$ cat config.mk
export PLATFORM = sky130hd
export DESIGN_NAME = fp_pack_iter
export DESIGN_NICKNAME = d
export VERILOG_FILES = /design/src/rtl/fp_pkg.sv /design/src/rtl/fp_round_decide.sv /design/src/rtl/fp_pack_iter.sv
export SDC_FILE = /design/constraint.sdc
export NUM_CORES = 1
export LEC_CHECK = 0
export BUFFER_PORTS_ARGS = -buffer_cell sky130_fd_sc_hd__buf_2
export CORE_MARGIN = 3
export CORE_UTILIZATION = 40
export CTS_CLUSTER_DIAMETER = 120
export CTS_CLUSTER_SIZE = 16
export DETAILED_ROUTE_END_ITERATION = 7
export GPL_ROUTABILITY_DRIVEN = 0
export PLACE_DENSITY = 0.62
export SLEW_MARGIN = 20
export SYNTH_ARGS = -nofsm -noshare
export SYNTH_HDL_FRONTEND = slang
export SYNTH_SLANG_ARGS = --single-unit
export TNS_END_PERCENT = 10
$ cat constraint.sdc
create_clock -name clk -period 4.9 [get_ports clk]
set_clock_uncertainty 0.05 [all_clocks]
set_input_delay 1.225 -clock clk [delete_from_list [all_inputs] [get_ports clk]]
set_output_delay 1.225 -clock clk [all_outputs]
set_load 0.005 [all_outputs]
$ cat src/rtl/fp_pkg.sv
// rtl/fp_pkg.sv - shared types and binary32 constants for the iterative FP pack back end
package fp_pkg;

    localparam int EXP_W_B32 = 8;
    localparam int MAN_W_B32 = 23;

    localparam logic [31:0] QNAN_B32   = 32'h7FC0_0000;
    localparam logic [30:0] INF_B32    = 31'h7F80_0000;
    localparam logic [30:0] MAXFIN_B32 = 31'h7F7F_FFFF;

    typedef enum logic [2:0] {
        RM_RNE = 3'b000,
        RM_RTZ = 3'b001,
        RM_RDN = 3'b010,
        RM_RUP = 3'b011,
        RM_RMM = 3'b100
    } rmode_e;

    typedef enum logic [1:0] {
        SP_NONE = 2'b00,
        SP_QNAN = 2'b01,
        SP_INF  = 2'b10
    } special_e;

    typedef enum logic [1:0] {
        ST_IDLE,
        ST_NORM,
        ST_ROUND,
        ST_DONE
    } state_e;

endpackage

$ cat src/rtl/fp_round_decide.sv
// rtl/fp_round_decide.sv - round-increment and inexact decision from mode, sign, lsb, guard, sticky
module fp_round_decide
    import fp_pkg::*;
(
    input  logic [2:0] rmode_i,
    input  logic       sign_i,
    input  logic       lsb_i,
    input  logic       guard_i,
    input  logic       sticky_i,
    output logic       inc_o,
    output logic       inexact_o
);

    always_comb begin
        inexact_o = guard_i | sticky_i;
        // Unassigned codes fall through to round-to-nearest-even.
        case (rmode_i)
            RM_RTZ:  inc_o = 1'b0;
            RM_RDN:  inc_o = sign_i & (guard_i | sticky_i);
            RM_RUP:  inc_o = !sign_i & (guard_i | sticky_i);
            RM_RMM:  inc_o = guard_i;
            default: inc_o = guard_i & (sticky_i | lsb_i);
        endcase
    end

endmodule

$ cat src/rtl/fp_pack_iter.sv
// rtl/fp_pack_iter.sv - iterative normalize/round/pack to IEEE word; FP_PACK_FTZ_EN flushes subnormal results
module fp_pack_iter
    import fp_pkg::*;
#(
    parameter int EXP_W      = EXP_W_B32,
    parameter int MAN_W      = MAN_W_B32,
    parameter int SHIFT_STEP = 1
) (
    input  logic                   clk,
    input  logic                   rst_n,
    input  logic                   in_valid,
    output logic                   in_ready,
    input  logic                   in_sign,
    input  logic [EXP_W-1:0]       in_exp,
    input  logic [MAN_W+3:0]       in_mant,
    input  logic [2:0]             in_rmode,
    input  logic [1:0]             in_special,
    output logic                   out_valid,
    input  logic                   out_ready,
    output logic [EXP_W+MAN_W:0]   out_result,
    output logic                   out_overflow,
    output logic                   out_underflow,
    output logic                   out_inexact
);

    localparam int  W      = 1 + EXP_W + MAN_W;
    localparam int  MW     = MAN_W + 4;
    localparam int  XW     = EXP_W + 2;
    localparam bit  IS_B32 = (EXP_W == EXP_W_B32) && (MAN_W == MAN_W_B32);

    localparam logic [XW-1:0] EXP_ONE = XW'(1);
    localparam logic [XW-1:0] EXP_MAX = XW'((1 << EXP_W) - 1);

    localparam logic [W-1:0] QNAN_W = IS_B32 ? W'(QNAN_B32) :
        {1'b0, {EXP_W{1'b1}}, 1'b1, {(MAN_W-1){1'b0}}};
    localparam logic [W-2:0] INF_MAG = IS_B32 ? (W-1)'(INF_B32) :
        {{EXP_W{1'b1}}, {MAN_W{1'b0}}};
    localparam logic [W-2:0] MAXFIN_MAG = IS_B32 ? (W-1)'(MAXFIN_B32) :
        {{(EXP_W-1){1'b1}}, 1'b0, {MAN_W{1'b1}}};

    state_e          state_q, state_d;
    logic            sign_q, sign_d;
    logic [2:0]      rmode_q, rmode_d;
    logic [XW-1:0]   exp_q, exp_d;
    logic [MW-1:0]   mant_q, mant_d;
    logic [W-1:0]    res_q, res_d;
    logic            ovf_q, ovf_d;
    logic            unf_q, unf_d;
    logic            inx_q, inx_d;

    logic [2:0]      lz;
    logic            lz_found;
    logic [XW-1:0]   exp_m1;
    logic [XW-1:0]   shift_k;
    logic            rnd_inc;
    logic            rnd_inexact;
    logic [MAN_W+1:0] rnd_sum;
    logic [XW-1:0]   exp_fin;
    logic [MAN_W-1:0] frac_fin;
    logic            pre_tiny;
    logic            rnd_ovf;
    logic            to_max;

    fp_round_decide u_round_decide (
        .rmode_i   (rmode_q),
        .sign_i    (sign_q),
        .lsb_i     (mant_q[2]),
        .guard_i   (mant_q[1]),
        .sticky_i  (mant_q[0]),
        .inc_o     (rnd_inc),
        .inexact_o (rnd_inexact)
    );

    // Leading zeros below the carry position, capped at SHIFT_STEP.
    always_comb begin
        lz       = 3'd0;
        lz_found = 1'b0;
        for (int i = 0; i < SHIFT_STEP; i++) begin
            if (!lz_found) begin
                if (mant_q[MW-2-i]) lz_found = 1'b1;
                else                lz = lz + 3'd1;
            end
        end
        exp_m1  = exp_q - EXP_ONE;
        shift_k = ({{(XW-3){1'b0}}, lz} > exp_m1) ? exp_m1 : {{(XW-3){1'b0}}, lz};
    end

    always_comb begin
        rnd_sum  = {1'b0, mant_q[MW-2:2]} + {{(MAN_W+1){1'b0}}, rnd_inc};
        // Carry out of the significand bumps the exponent; a subnormal rounding
        // into the hidden bit lands on field 1 because exp_q is already 1 there.
        exp_fin  = rnd_sum[MAN_W+1] ? exp_q + EXP_ONE : (rnd_sum[MAN_W] ? exp_q : '0);
        frac_fin = rnd_sum[MAN_W+1] ? '0 : rnd_sum[MAN_W-1:0];
        pre_tiny = !mant_q[MW-2];
        rnd_ovf  = (exp_fin >= EXP_MAX);
        to_max   = (rmode_q == RM_RTZ) || ((rmode_q == RM_RDN) && !sign_q) ||
                   ((rmode_q == RM_RUP) && sign_q);
    end

    always_comb begin
        state_d = state_q;
        sign_d  = sign_q;
        rmode_d = rmode_q;
        exp_d   = exp_q;
        mant_d  = mant_q;
        res_d   = res_q;
        ovf_d   = ovf_q;
        unf_d   = unf_q;
        inx_d   = inx_q;
        case (state_q)
            ST_IDLE: begin
                if (in_valid) begin
                    sign_d  = in_sign;
                    rmode_d = in_rmode;
                    exp_d   = (in_exp == '0) ? EXP_ONE : {{(XW-EXP_W){1'b0}}, in_exp};
                    mant_d  = in_mant;
                    if (in_special != SP_NONE) begin
                        state_d = ST_DONE;
                        res_d   = (in_special == SP_INF) ? {in_sign, INF_MAG} : QNAN_W;
                        ovf_d   = 1'b0;
                        unf_d   = 1'b0;
                        inx_d   = 1'b0;
                    end else if (in_mant == '0) begin
                        state_d = ST_DONE;
                        res_d   = {in_sign, {(W-1){1'b0}}};
                        ovf_d   = 1'b0;
                        unf_d   = 1'b0;
                        inx_d   = 1'b0;
                    end else begin
                        state_d = ST_NORM;
                    end
                end
            end
            ST_NORM: begin
                if (mant_q[MW-1]) begin
                    mant_d = {1'b0, mant_q[MW-1:2], mant_q[1] | mant_q[0]};
                    exp_d  = exp_q + EXP_ONE;
                end else if (!mant_q[MW-2] && (exp_q > EXP_ONE)) begin
                    mant_d = mant_q << shift_k;
                    exp_d  = exp_q - shift_k;
                end else begin
                    state_d = ST_ROUND;
                end
            end
            ST_ROUND: begin
                state_d = ST_DONE;
                ovf_d   = rnd_ovf;
                inx_d   = rnd_inexact | rnd_ovf;
                unf_d   = pre_tiny & rnd_inexact;
                if (rnd_ovf) res_d = {sign_q, to_max ? MAXFIN_MAG : INF_MAG};
                else         res_d = {sign_q, exp_fin[EXP_W-1:0], frac_fin};
`ifdef FP_PACK_FTZ_EN
                if (pre_tiny) begin
                    res_d = {sign_q, {(W-1){1'b0}}};
                    unf_d = 1'b1;
                    inx_d = 1'b1;
                    ovf_d = 1'b0;
                end
`endif
            end
            ST_DONE: begin
                if (out_ready) state_d = ST_IDLE;
            end
            default: state_d = ST_IDLE;
        endcase
    end

    always_ff @(posedge clk or negedge rst_n) begin
        if (!rst_n) begin
            state_q <= ST_IDLE;
            sign_q  <= 1'b0;
            rmode_q <= 3'b000;
            exp_q   <= '0;
            mant_q  <= '0;
            res_q   <= '0;
            ovf_q   <= 1'b0;
            unf_q   <= 1'b0;
            inx_q   <= 1'b0;
        end else begin
            state_q <= state_d;
            sign_q  <= sign_d;
            rmode_q <= rmode_d;
            exp_q   <= exp_d;
            mant_q  <= mant_d;
            res_q   <= res_d;
            ovf_q   <= ovf_d;
            unf_q   <= unf_d;
            inx_q   <= inx_d;
        end
    end

    assign in_ready      = (state_q == ST_IDLE);
    assign out_valid     = (state_q == ST_DONE);
    assign out_result    = res_q;
    assign out_overflow  = ovf_q;
    assign out_underflow = unf_q;
    assign out_inexact   = inx_q;

endmodule

# Word-level counts from Yosys, hierarchy flattened
# Index checks and enable logic that the tools add are counted.
# totals
output_inout_bits	37
register_bits	78
inputBits	45
wordCells	92
# op_classes
add_sub_neg	4
order_cmp	3
muxes	35
n_reduce_logical	18
bitwise_logic	7
shift	1
n_eq_ne	14
# ops
op	count
$mux W32	4
$mux W27	3
$pmux W32 S2	1
$mux W10	6
$pmux W27 S2	1
$mux W31	1
$logic_not A27 Y1	1
$shl A27 B10 Y27	1
$add A24 B1 Y25	1
$mux W24	1
$mux W23	1
$pmux W10 S2	1
$mux W2	6
$add A10 B1 Y10 const B	1
$ge A10 B8 Y1 const B	1
$gt A10 B1 Y1 const B	1
$gt A3 B10 Y1	1
$sub A10 B1 Y10 const B	1
$sub A10 B10 Y10	1
$logic_not A8 Y1	1
$mux W8	1
$pmux W2 S4	1
$eq A2 B2 Y1 const B	3
$eq A3 B2 Y1 const B	2
other kinds (20)	40

# Longest topological paths before layout
# depth
ltp_word	9
ltp_mapped	18
depth_no_buf	16

# By module
# Synthesis repeated with hierarchy kept, for this count alone.
# unflattened
cells_unflattened	566
hier_area_um2	5088.6
# by_module_without_submodules
mod	cells_per_inst	instances	area_per_inst_um2	seq_area_each_um2
fp_pack_iter	559	1	5039.8	1951.9
fp_round_decide	7	1	48.8	0.0

# Least setup slack after synthesis
# OpenSTA, ideal clock, no wires.
# synth_timing
kind	register to register
from	register rmode_q[0]
to	register res_q[10] (netlist: out_result[10])
t_arrival_ns	3.841
period_less_slack_ns	4.012
setup_slack_ns	0.888
path_stages_with_launch	18
setup_time_ns	0.121
required_time_ns	4.729
path_buffers	1
path_cell_list	dfrtp_1 -> and3b_1 -> ha_1 -> and3b_1 -> a21oi_1 -> nand2_1 -> a22o_1 -> ha_1 -> ha_1 -> nand3_1 -> or4_4 -> or3_1 -> or3_1 -> nand3_2 -> a41oi_4 -> o311a_4 -> buf_6 -> a22o_1
# synth_via
elab_chain_cells	8
elab_cells_between_ends	17
classes_between	add/sub (1); order compare (1); eq/ne (4); mux (7); reduce/logical (4)
# synth_lines
element	line	source
start, declared	fp_pack_iter.sv:43	logic [2:0] rmode_q, rmode_d;
start signal, assigned	fp_pack_iter.sv:182	rmode_q <= rmode_d;
$eq A3 B3 Y1 (tied with other cells)	fp_round_decide.sv:17	case (rmode_i)
$pmux W1 S4	fp_round_decide.sv:17	
$add A24 B1 Y25	fp_pack_iter.sv:89	rnd_sum = {1'b0, mant_q[MW-2:2]} + {{(MAN_W+1){1'b0}}, rnd_inc};
$mux W10 (2 in series)	fp_pack_iter.sv:92	exp_fin = rnd_sum[MAN_W+1] ? exp_q + EXP_ONE : (rnd_sum[MAN_W] ? exp_q : '0);
$ge A10 B8 Y1	fp_pack_iter.sv:95	rnd_ovf = (exp_fin >= EXP_MAX);
$mux W31 *	fp_pack_iter.sv:150	if (rnd_ovf) res_d = {sign_q, to_max ? MAXFIN_MAG : INF_MAG};
$pmux W32 S2 *	fp_pack_iter.sv:110	case (state_q)
end signal, assigned	fp_pack_iter.sv:185	res_q <= res_d;
end, declared	fp_pack_iter.sv:46	logic [W-1:0] res_q, res_d;
# Mark *: on every way between the ends. The rest lies on a longest branch, timed or not.
# A chain may end at the register's enable or synchronous reset.

# Worst setup path after layout
# layout_timing
from	register rmode_q[2]
to	register res_q[22] (netlist: out_result[22])
# The elaborated chain is that of the path after synthesis.

==> results.txt <==
----------------------------------------------------
[Pwr]
  Worst VDD drop ... 0.2021 mV
  Ratio of total power to cell area ... about 660 nW/um2
  Leak pwr ... between 2 and 3 nW

[Route]
  Highest Signal Layer ... met4
  Aggregate routed wire length ... 15.47 mm
  Wire length per cell ... between 15 and 20 um
  Routed wire length on met2 ... 6.683 mm
  Number of iterations in the first detailed-routing pass ... 8
  Remaining antenna violation count after routing ... 0
  Via-per-instance ratio ... 6.148
  Sum of routed wire segments on met1 ... 7.280 mm
  Iter 0 DRT Violations ... 740
  DRC ... 6
  Met3 Routed Length ... 1.109 mm
  Total via count after detailed routing ... 5,084

[Clock network]
  Clock edge transition at the registers on the reported setup and hold paths ... 0.06 ns
  Deepest level of the CTS H-tree ... 3
  Post-CTS Resized ... 0
  CTS max path bufs ... 2
  Cts-stage hold buffer count ... 0
  Clock tree from TritonCTS ... yes
  Count of buffers added by post-CTS timing repair for setup ... 0
  Clock latency reported for the late side of the worst-skew pair ... around 0.34 ns
  Number of buffers created by CTS ... 9
  Clock net sink count ... 78
  CTS root buf ... clkbuf_16

[Global routing]
  Overall track demand over capacity in global routing ... 0.2205
  Pin count of the biggest net entering global routing ... slightly below 80
  Vias in the first global route ... 4,669
  Total congestion overflow ... 0
  First-pass GRT wire length ... ~26 mm
  Antenna violations before repair ... 0

[Timing]
  RSZ-0062 raised after global routing ... false
  Final setup violation count ... 0
  Max Slew Vio Count ... 0
  Crit share post-route ... 0.8882
  Max Fclk ... roughly 230 MHz
  Transition time at the pin with the least slew margin ... 0.7710 ns
  Total negative setup slack ... 0 ns
  Worst slew slack as a fraction of its limit ... 0.4821
  Final period demand of the worst path ... about 4.4 ns
  Final setup slack of the worst path ... 0.5479 ns
  Final hold viol count ... 0

[Worst hold path]
  Worst Hold Path EP ... out_inexact
  Class of the worst hold path ... reg -> reg
  Hold Path Origin ... out_inexact
  Instance count along the most critical hold path ... 1

[Synthesis]
  Post-Synthesis Cells ... 603
  Top_reg_cell synth ... dfrtp_1
  Synthesized-area fraction occupied by ao, oa, aoi and oai cells ... 0.2659
  Syn Area/Cell ... 8.559 um2
  Number of distinct library cells after synthesis ... 64
  Portion of netlist area occupied by mux cells ... 0.01648
  FFs w/ async S/R, synth ... 1.000
  Mapped cell area ... 5161 um2
  Sequential-to-total area share from yosys stat ... 0.3782
  XOR/XNOR share of the synthesized area ... 0.04412
  Post-synth EDFFs ... 0
  Net count after synthesis ... 662
  Simple logic cell fraction of the synthesized area ... 0.2070
  Synthesis Warnings ... 0
  Combinational family with the most area after synthesis ... compound AO/OA/AOI/OAI gates
  Synthesized-area fraction occupied by adder cells ... 0.03394
  Post-synthesis register bit count ... 78

[Finish]
  Layout net count ... approximately 710
  Most common cell after layout, fill and taps aside ... nand2_1
  Layout overhead on the synthesized area ... 15.83%
  Antenna Cells ... 0
  Top library cells by usage in the layout, fill and taps aside ... 87 x nand2_1, 80 x buf_2, 78 x dfrtp_1
  Fraction of layout instances using a drive strength above 1 ... 0.2033

[Die]
  Starting utilization of the core area ... 0.4192
  Boundary pin count ... 82
  Total number of placement rows ... 40
  Die boundary width ... 119.6 um
  Core Region ... 12,310 um2
  Die Footprint ... 14,300 um2
  Die height ... 119.6 um

[Worst setup path]
  FF-to-FF setup slack ... 0.55 ns
  Cells traversed along the worst timing path ... and3b_1, ha_1, and3b_1, a21oi_1, nand2_1, a22o_1, ha_1, ha_1, nand3_1, nor2_1, nand4_1, or2_2, a21oi_1, a41oi_4, o311a_4, a221o_1
  Critical path's most frequent cell ... ha_1
  Data arrival time of the critical path ... roughly 4.5 ns
  Crit-path leading delay family ... simple AND/OR/NAND/NOR gates
  Worst endpoint required time ... roughly 5.1 ns
  Sort of element at the start of the critical path ... register
  Kind of capture point of the worst setup path ... register
  Max incr delay on CP ... roughly 0.5 ns
  Setup CP Type ... reg -> reg
  Cell with the biggest individual delay on the critical path ... o311a_4
  Crit path max fanout ... 23
  Worst reg2reg startpoint ... rmode_q[2]
  Number of cell instances on the worst register-to-register path ... 16
  Crit Reg-Reg Endpoint ... out_result[22]
  Worst path bufs/invs ... 0

[Place]
  Pre-CTS WS ... 0.5971 ns
  Dpl hpwl ... 11.29 mm
  Number of buffers inserted by port buffering ... about 80

[Job]
  Max cap viols ... 0

[Status]
  Violated checks ... design-rule violations
  Run status ... complete, but fails checks

----------------------------------------------------
==> per-layer routing <==
layer | GRT usage | vias up
met5 | 0 | -
met4 | 0.08805 | 0
met3 | 0.03393 | 33
met2 | 0.3160 | 245
met1 | 0.3310 | 2459
li1 | - | 2347
==> kinds of logic after synthesis <==
family          Yosys count
compound gates          190
xor+xnor                 26
fa+ha+maj                14
buf+inv                  66
flops                    78
mux                       8
other cells               1
simple gates            220
==> per-stage QoR <==
step	cell area, um2	power, mW	hold slack, ns	std cells	utilization
6_report	5978	3.939	0.4334	827	0.4856
5_1_grt	5978	4.268	0.4519	827	0.4856
3_3_place_gp	5648	3.200	0.4091	810	0.4587
2_1_floorplan	5161	2.656	0.4173	603	-
3_5_place_dp	5655	3.265	0.4238	810	0.4594
4_1_cts	5951	3.932	0.4419	826	0.4833
==> where the power goes <==
part,switching (mW),internal (mW)
registers,0.465,0.930
clock network,0.268,0.385
logic,1.08,0.811
total,1.81,2.13
==> worst register-to-register path, cell delays in order, from the launching register on <==
cell and delay (ns):
dfrtp_1 0.42, and3b_1 0.20, ha_1 0.26, and3b_1 0.18, a21oi_1 0.05, nand2_1 0.07
a22o_1 0.12, ha_1 0.21, ha_1 0.28, nand3_1 0.14, nor2_1 0.30, nand4_1 0.29
or2_2 0.40, a21oi_1 0.30, a41oi_4 0.16, o311a_4 0.50, a221o_1 0.32
==> final cells by class <==
| class | instances | area [um2] |
|---|---|---|
| fillers | 1225 | 6334 |
| clock buffers | 12 | 266.5 |
| multi-input cells | 459 | 2958 |
| repair buffers | 92 | 510.5 |
| flip-flops and latches | 78 | 1952 |
| clock inverters | 4 | 28.78 |
| inverters | 14 | 52.55 |
| well taps | 168 | 210.2 |
==> state kept, by name, indices dropped and copies added, names as in the netlist <==
| signal | count |
|---|---|
| exp_q | 10 |
| out_result | 32 |
| sign_q | 1 |
| out_underflow | 1 |
| out_inexact | 1 |
| state_q | 2 |
| out_overflow | 1 |
| mant_q | 27 |
| rmode_q | 3 |
==> cells in the mapped netlist, types with 3 or more instances <==
cell type  number  area [um2]
nor4_1         11       68.82
dfrtp_1        78        1952
or3_1           9       56.30
nand2_1        87       326.6
nand4_1         8       50.05
nand2b_1        3       18.77
mux2i_1         4       40.04
nor2b_1         3       18.77
o221a_2         7       78.83
xor2_1          8       70.07
ha_1           14       175.2
a222oi_1       23       230.2
a211oi_1        3       22.52
nor2_1         40       150.1
a21o_1          5       37.54
o31ai_1         4       30.03
buf_2           9       45.04
xnor2_1        18       157.7
a22o_1         23       201.4
a31oi_1         7       43.79
and4_1          3       26.28
clkbuf_1       37       138.9
o21ai_0        54       270.3
inv_1          14       52.55
mux2_2          4       45.04
and3_1          8       50.05
nand3_1        18       90.09
nor3_1         12       60.06
or2_2           5       31.28
a21oi_1        34       170.2
==> worst max path at each step <==
stage	startpoint	end	slack [ns]	depth (start not counted)
detailed placement	rmode_q[0]	out_result[22]	0.60	16
CTS	rmode_q[2]	out_result[22]	0.58	16
floorplan	rmode_q[0]	out_result[10]	0.89	17
global route	rmode_q[2]	out_result[22]	0.20	16
finish	rmode_q[2]	out_result[22]	0.55	16
global placement	rmode_q[0]	out_result[22]	0.67	16
Note: power is estimated with default switching activity, not from simulation.
